--- src/rtl/gpr_writeback.sv ---
`default_nettype none
// ============================================================================
// Module      : gpr_writeback
// Description : GPR write-back arbiter. ALU results have priority. Memory
//               results wait in a small FIFO, and a younger ALU write kills them.
// Revision    : 1.0 - initial release
// ============================================================================
module gpr_writeback #(
    parameter int DEPTH = 2
) (
    input  logic        CLK,
    input  logic        Reset,
    input  logic        AluValid,
    input  logic [4:0]  AluReg,
    input  logic [31:0] AluData,
    input  logic        MemValid,
    output logic        MemReady,
    input  logic [4:0]  MemReg,
    input  logic [31:0] MemData,
    output logic        RegWrite,
    output logic [4:0]  WriteRegisterSelect,
    output logic [31:0] WriteData,
    output logic [31:0] PendingMask
);

    localparam int             c_PTR_W = (DEPTH > 1) ? $clog2(DEPTH) : 1;
    localparam logic [c_PTR_W:0] c_DEPTH = (c_PTR_W + 1)'(DEPTH);

    logic [4:0]         r_regs   [DEPTH];
    logic [31:0]        r_data   [DEPTH];
    logic               r_valid  [DEPTH];
    logic               r_killed [DEPTH];
    logic [c_PTR_W-1:0] r_head;
    logic [c_PTR_W-1:0] r_tail;
    logic [c_PTR_W:0]   r_count;
    logic               r_regWrite;
    logic [4:0]         r_wrSel;
    logic [31:0]        r_wrData;

    logic               w_aluWrite;
    logic               w_pop;
    logic               w_push;
    logic [31:0]        w_pendingMask;

    assign MemReady   = (r_count < c_DEPTH);
    assign w_aluWrite = AluValid && (AluReg != 5'd0);
    assign w_pop      = !w_aluWrite && (r_count != '0);
    // Writes to r0 complete the handshake but never occupy a slot
    assign w_push     = MemValid && MemReady && (MemReg != 5'd0);

    always_comb begin
        w_pendingMask = '0;
        for (int i = 0; i < DEPTH; i++) begin
            if (r_valid[i] && !r_killed[i]) begin
                w_pendingMask[r_regs[i]] = 1'b1;
            end
        end
        w_pendingMask[0] = 1'b0;
    end

    always_ff @(posedge CLK) begin
        if (Reset) begin
            r_head     <= '0;
            r_tail     <= '0;
            r_count    <= '0;
            r_regWrite <= 1'b0;
            r_wrSel    <= 5'd0;
            r_wrData   <= 32'd0;
            for (int i = 0; i < DEPTH; i++) begin
                r_regs[i]   <= 5'd0;
                r_data[i]   <= 32'd0;
                r_valid[i]  <= 1'b0;
                r_killed[i] <= 1'b0;
            end
        end else begin
            r_regWrite <= 1'b0;
            if (w_aluWrite) begin
                r_regWrite <= 1'b1;
                r_wrSel    <= AluReg;
                r_wrData   <= AluData;
                // Older buffered results to the same register are now stale
                for (int i = 0; i < DEPTH; i++) begin
                    if (r_valid[i] && (r_regs[i] == AluReg)) begin
                        r_killed[i] <= 1'b1;
                    end
                end
            end else if (w_pop) begin
                if (!r_killed[r_head]) begin
                    r_regWrite <= 1'b1;
                    r_wrSel    <= r_regs[r_head];
                    r_wrData   <= r_data[r_head];
                end
                r_valid[r_head] <= 1'b0;
                r_head          <= r_head + c_PTR_W'(1);
            end
            // The push slot is never valid here, so it cannot collide with the kill loop
            if (w_push) begin
                r_regs[r_tail]   <= MemReg;
                r_data[r_tail]   <= MemData;
                r_valid[r_tail]  <= 1'b1;
                r_killed[r_tail] <= 1'b0;
                r_tail           <= r_tail + c_PTR_W'(1);
            end
            r_count <= r_count + {{c_PTR_W{1'b0}}, w_push} - {{c_PTR_W{1'b0}}, w_pop};
        end
    end

    assign RegWrite            = r_regWrite;
    assign WriteRegisterSelect = r_wrSel;
    assign WriteData           = r_wrData;
    assign PendingMask         = w_pendingMask;

endmodule
`default_nettype wire

--- config.mk ---
export PLATFORM = sky130hd
export DESIGN_NAME = gpr_writeback
export DESIGN_NICKNAME = d
export VERILOG_FILES = /design/src/rtl/gpr_writeback.sv
export SDC_FILE = /design/constraint.sdc
export NUM_CORES = 1
export LEC_CHECK = 0
export ABC_CLOCK_PERIOD_IN_PS = 3700
export BUFFER_PORTS_ARGS = -buffer_cell sky130_fd_sc_hd__buf_2
export CAP_MARGIN = 20
export CORE_ASPECT_RATIO = 1.2
export CORE_MARGIN = 4
export CORE_UTILIZATION = 48
export CTS_CLUSTER_SIZE = 10
export DETAILED_ROUTE_END_ITERATION = 10
export PLACE_DENSITY_LB_ADDON = 0.25
export REMOVE_ABC_BUFFERS = 1
export SLEW_MARGIN = 15
export SYNTH_ARGS = -nofsm -noshare
export SYNTH_HDL_FRONTEND = slang
export SYNTH_SLANG_ARGS = --single-unit
--- constraint.sdc ---
create_clock -name CLK -period 3.7 [get_ports CLK]
set_input_delay 0.185 -clock CLK [delete_from_list [all_inputs] [get_ports CLK]]
set_output_delay 0.185 -clock CLK [all_outputs]
set_load 0.005 [all_outputs]
### Yosys cells after proc, flatten, opt, wreduce, memory -nomap -nowiden

Memory sizes are Yosys's and may differ from the RTL's. A register that Yosys moved wholly into a read port is not among the register bits.
Cells that the tools add are included.

* register bits after elaboration: 42
* RAM bits: 78
* input port bits: 78
* output and inout port bits: 71
* word-level logic and storage cells: 101
* memories kept: 4

* add/subtract/negate cells: 4
* magnitude comparators: 5
* eq/ne operators: 3
* muxes and demuxes: 52
* bitwise gates (word level): 4
* reductions and logical operators: 23

Memory list
* r_data: words 2, bits a word 32, read ports 1, clocked after memory_dff 1, wr ports 2, line 30 `logic [31:0] r_data [DEPTH];`
* r_regs: words 2, bits a word 5, read ports 3, clocked after memory_dff 1, wr ports 2, line 29 `logic [4:0] r_regs [DEPTH];`
* r_killed: words 2, bits a word 1, read ports 3, clocked after memory_dff 1, wr ports 3, line 32 `logic r_killed [DEPTH];`
* r_valid: words 2, bits a word 1, read ports 2, clocked after memory_dff 0, wr ports 2, line 31 `logic r_valid [DEPTH];`

Operator list (number)
* 32-bit two-way mux: 6
* 1-bit two-way mux: 40
* 32-bit bitwise OR: 1
* 32-bit OR reduction: 1
* 5-bit two-way mux: 4
* 5-bit by 6-bit less-than comparator with 1-bit output (second input constant): 2
* 1-bit demux with 5-bit select: 2
* 5-bit == test: 2
* 5-bit by 1-bit >= comparator with 1-bit output (second input constant): 2
* 1-bit logical AND: 10
* 5-bit nonzero test: 2
* 5-bit OR reduction: 1
* 2-bit AND reduction: 2
* 2-bit nonzero test: 2
* 1-bit logical NOT: 3
* 1-bit adder (second input constant): 2
* 2-bit by 1-bit adder with 2-bit output: 1
* 2-bit less-than comparator (second input constant): 1
* 2-bit != test (second input constant): 1
* 1-bit bitwise OR: 2
* 1-bit OR reduction: 2
* 2-bit by 1-bit subtractor with 2-bit output: 1
* 1-bit NOT: 1

### Longest topological paths before layout

* depth in word-level cells: 10
* depth in mapped cells: 9

### Worst setup path after synthesis

Ideal clock, no wire load.

* path kind: reg2reg
* from: register r_count[1]
* to: memory r_data[0][0], enable pin
* data arrival time: 3366 ps
* required time: 3215 ps
* slack: -151 ps
* stages on the path, launching flop included: 4
* buffers on the path: 0
* period minus slack after synthesis: 3851 ps
* cells stage by stage: dfxtp_1 -> nand2b_1 -> a21o_1 -> o21ai_0

RTL lines
* start: declaration: line 35 `logic [c_PTR_W:0] r_count;`
* start signal: assignment: line 104 `r_count <= r_count + {{c_PTR_W{1'b0}}, w_push} - {{c_PTR_W{1'b0}}, w_pop};`
* end: declaration: line 30

==> impl_results.md <==
- Status: completed
- R2r setup slk: 1.48 ns
- Crit Reg-Reg Endpoint: r_data[0][16]
- P per Cell Area: 627 mW/mm2
- CP required: 3.97 ns
- Number of antenna diodes: 0
- Hold buffers post-CTS: 0
- PortBufs: 147
- P_leak: 3.17 nW
- Endpoint type of the worst setup path: register
- Layout overhead on the synthesized area: 25.7%
- Nets@finish: 715
- Post-route DRC: 0
- Clock slew at reported path FFs: 0.05 ns
- Post-DP Area: 0.00663 mm2
- Share of layout cells above drive strength 1: 0.366
- DIE WIDTH: 108 um
- FMAX: 450 MHz
- Final min period: 2.22 ns
- CTS tree: built
- GRT Resource Usage Total: 0.204
- Die Ht: 128 um
- Gr ovfl total: 0
- Post-synth EDFFs: 74
- Max VDD drop: 0.382 mV
- Non-Filler Instances: 805
- RSZ-0062 raised after global routing: false
- Wire length on met1: 5830 um
- Pin count of the biggest net entering global routing: 38
- Via density: 5.37
- Hold Path Cell Cnt: 3
- DR vias: 4319
- CTS H-Tree Depth: 4
- Initial antenna violation count: 0
- Routed Antenna Nets: 0
- Synthesized instance count: 502
- Number of synthesis warnings: 0
- Comb power frac: 0.241
- # Max-Cap Violations: 0
- Startpoint Class: register
- Commonest cells in the netlist: 74 x and2_1, 74 x edfxtp_1, 63 x o22ai_1
- Routed met3 length: 805 um
- Layout Skew: 0.0104 ns
- CP Launch Point: r_count[1]
- Avg Inst Size Synth: 11.5 um2
- Hold crit path type: in -> reg
- Hold Path Sink: WriteData[11]
- Hold Startpoint: AluData[11]
- Data arrival, critical path: 2.49 ns
- Crit-path max FO: 25
- R2R cell count: 5
- CTS sink cnt: 121
- DR iter-0 viols: 338
- Maximum clock path buffer count: 2
- Area leader, netlist: edfxtp_1
- Critical R2R Launch: r_count[1]
- Period utilisation layout: 0.600
- NetSw: 1.24 mW
- CTS Root Cell: clkbuf_16
- Seq/Total Area, Yosys: 0.550
- Core outline area: 0.0116 mm2
- Reg power frac: 0.395
- WL final: 14000 um
- Hold WS: 0.0345 ns
- Clock power frac: 0.364
- Die area: 0.0138 mm2
- #FFs+latches synth: 121
- Row count: 43
- WL met2: 7160 um
- Total CTS buffers: 17
- Slew headroom: 0.463
- Dpl hpwl: 9620 um
- Drt first pass iters: 5
- Placed cell count: 773
- First-pass GRT wire length: 21700 um
- Worst-Margin Slew: 0.801 ns
- Post-DR wirelength/cell: 17.3 um
- Crit path kind: reg -> reg
- Post-Syn Area: 0.00575 mm2
- Fraction of registers with async set/reset: 0
- Synth cell types: 39
- Fin area: 0.00723 mm2
- Starting density of the core: 0.495
- Final core utilization: 0.622
- Top cell type's share of synthesized area: 0.386
- Top_reg_cell synth: edfxtp_1
- GP Congestion: 0.798
- I/O pins: 149
- Postcts setup bufs: 0
- Net Sw Frac: 0.273
- Vias in the first global route: 4360
- Setup TNS: 0 ns
- Top routing layer in use: met4
- Synth top area cells: edfxtp_1 39%, dfxtp_1 16%, and2_1 8.0%, mux2_2 7.2%, o22ai_1 6.8%
- Max-slew violations: 0
- Pint: 3.29 mW
- Final Hold Viols: 0
- Setup Viol. Count Final: 0
- Clock Latency Late Sink: 0.40 ns
- PostCTS Resize Cnt: 0
[through the flow]
step                total power [mW]  setup WS (ns)
finish                          4.53           1.48
global route                    4.74           1.34
CTS                             4.56           1.47
detailed placement              2.91           1.33
global placement                2.88           1.45
floorplan                       2.63          -1.10
[cells in the final DEF (no fill, tap or decap), types with 2 or more instances in the layout]
cell type and n:
xnor2_1 5, o22ai_1 63, dfxtp_1 46, nor2_1 11
buf_4 9, mux2_2 37, edfxtp_1 74, ha_1 2
or3b_2 6, clkbuf_8 3, clkinv_2 3, nor4_1 2
o21ai_4 3, or3_1 4, nand2b_1 3, nand4b_1 2
mux2i_1 38, nand3_1 7, o21ai_0 6, clkbuf_16 17
and2_1 74, clkinv_1 3, buf_2 147, clkbuf_1 3
nand2_1 37, nor2b_1 3, xor2_1 8, nand3b_1 6
inv_1 3, bufinv_16 3, a21oi_1 5
[worst max-delay path, cell delays in order (launching register included)]
cell and delay [ns]:
dfxtp_1 0.36, nand2b_1 0.22, a21o_1 0.28, nor3_2 0.64, buf_4 0.40, and2_1 0.17
[power by group through the flow]
stage / combinational, mW / sequential [mW] / clock [mW]
6_report: 1.09 / 1.79 / 1.65
2_1_floorplan: 0.813 / 1.82 / 0
3_3_place_gp: 1.08 / 1.80 / 0
5_1_grt: 1.20 / 1.81 / 1.73
4_1_cts: 1.10 / 1.79 / 1.67
3_5_place_dp: 1.10 / 1.81 / 0
[registers in the layout, summed over array words and instances, names as in the netlist, named ones only]
register / count
r_regs: 10
r_data: 64
WriteRegisterSelect: 5
WriteData: 32
r_count: 2
RegWrite: 1
r_valid: 2
r_head: 1
r_killed: 2
r_tail: 1
[layer usage]
| metal | track usage | vias to the layer above |
|---|---|---|
| li1 | - | 2098 |
| met1 | 0.242 | 2058 |
| met2 | 0.366 | 152 |
| met3 | 0.0433 | 11 |
| met4 | 0.0691 | 0 |
| met5 | 0 | - |
[cell families (layout without fill, tap and decap cells)]
kind of cell | after synthesis | after routing | synth area share
buf+inv | 46 | 192 | 0.0326
fa+ha+maj | 2 | 2 | 0.00435
other cells | 1 | 1 | 0.000652
compound gates | 83 | 83 | 0.0961
xor+xnor | 13 | 13 | 0.0198
flops | 121 | 121 | 0.550
mux | 75 | 75 | 0.139
simple gates | 161 | 161 | 0.158
[worst max path at each step]
stage,to,cells past startpoint
floorplan,WriteData[8],3
global placement,WriteRegisterSelect[0],5
detailed placement,WriteRegisterSelect[1],5
CTS,r_data[0][16],5
global route,r_data[0][8],5
finish,r_data[0][16],5
[cell type report]
class,instances,area (um2)
Sequential cell,121,3160
Inverter,4,15.0
Fill cell,975,4390
Clock buffer,23,478
Timing Repair Buffer,156,803
Multi-Input combinational cell,335,2450
Tap cell,157,196
Clock inverter,9,120
Power figures use the tool's default switching activity.
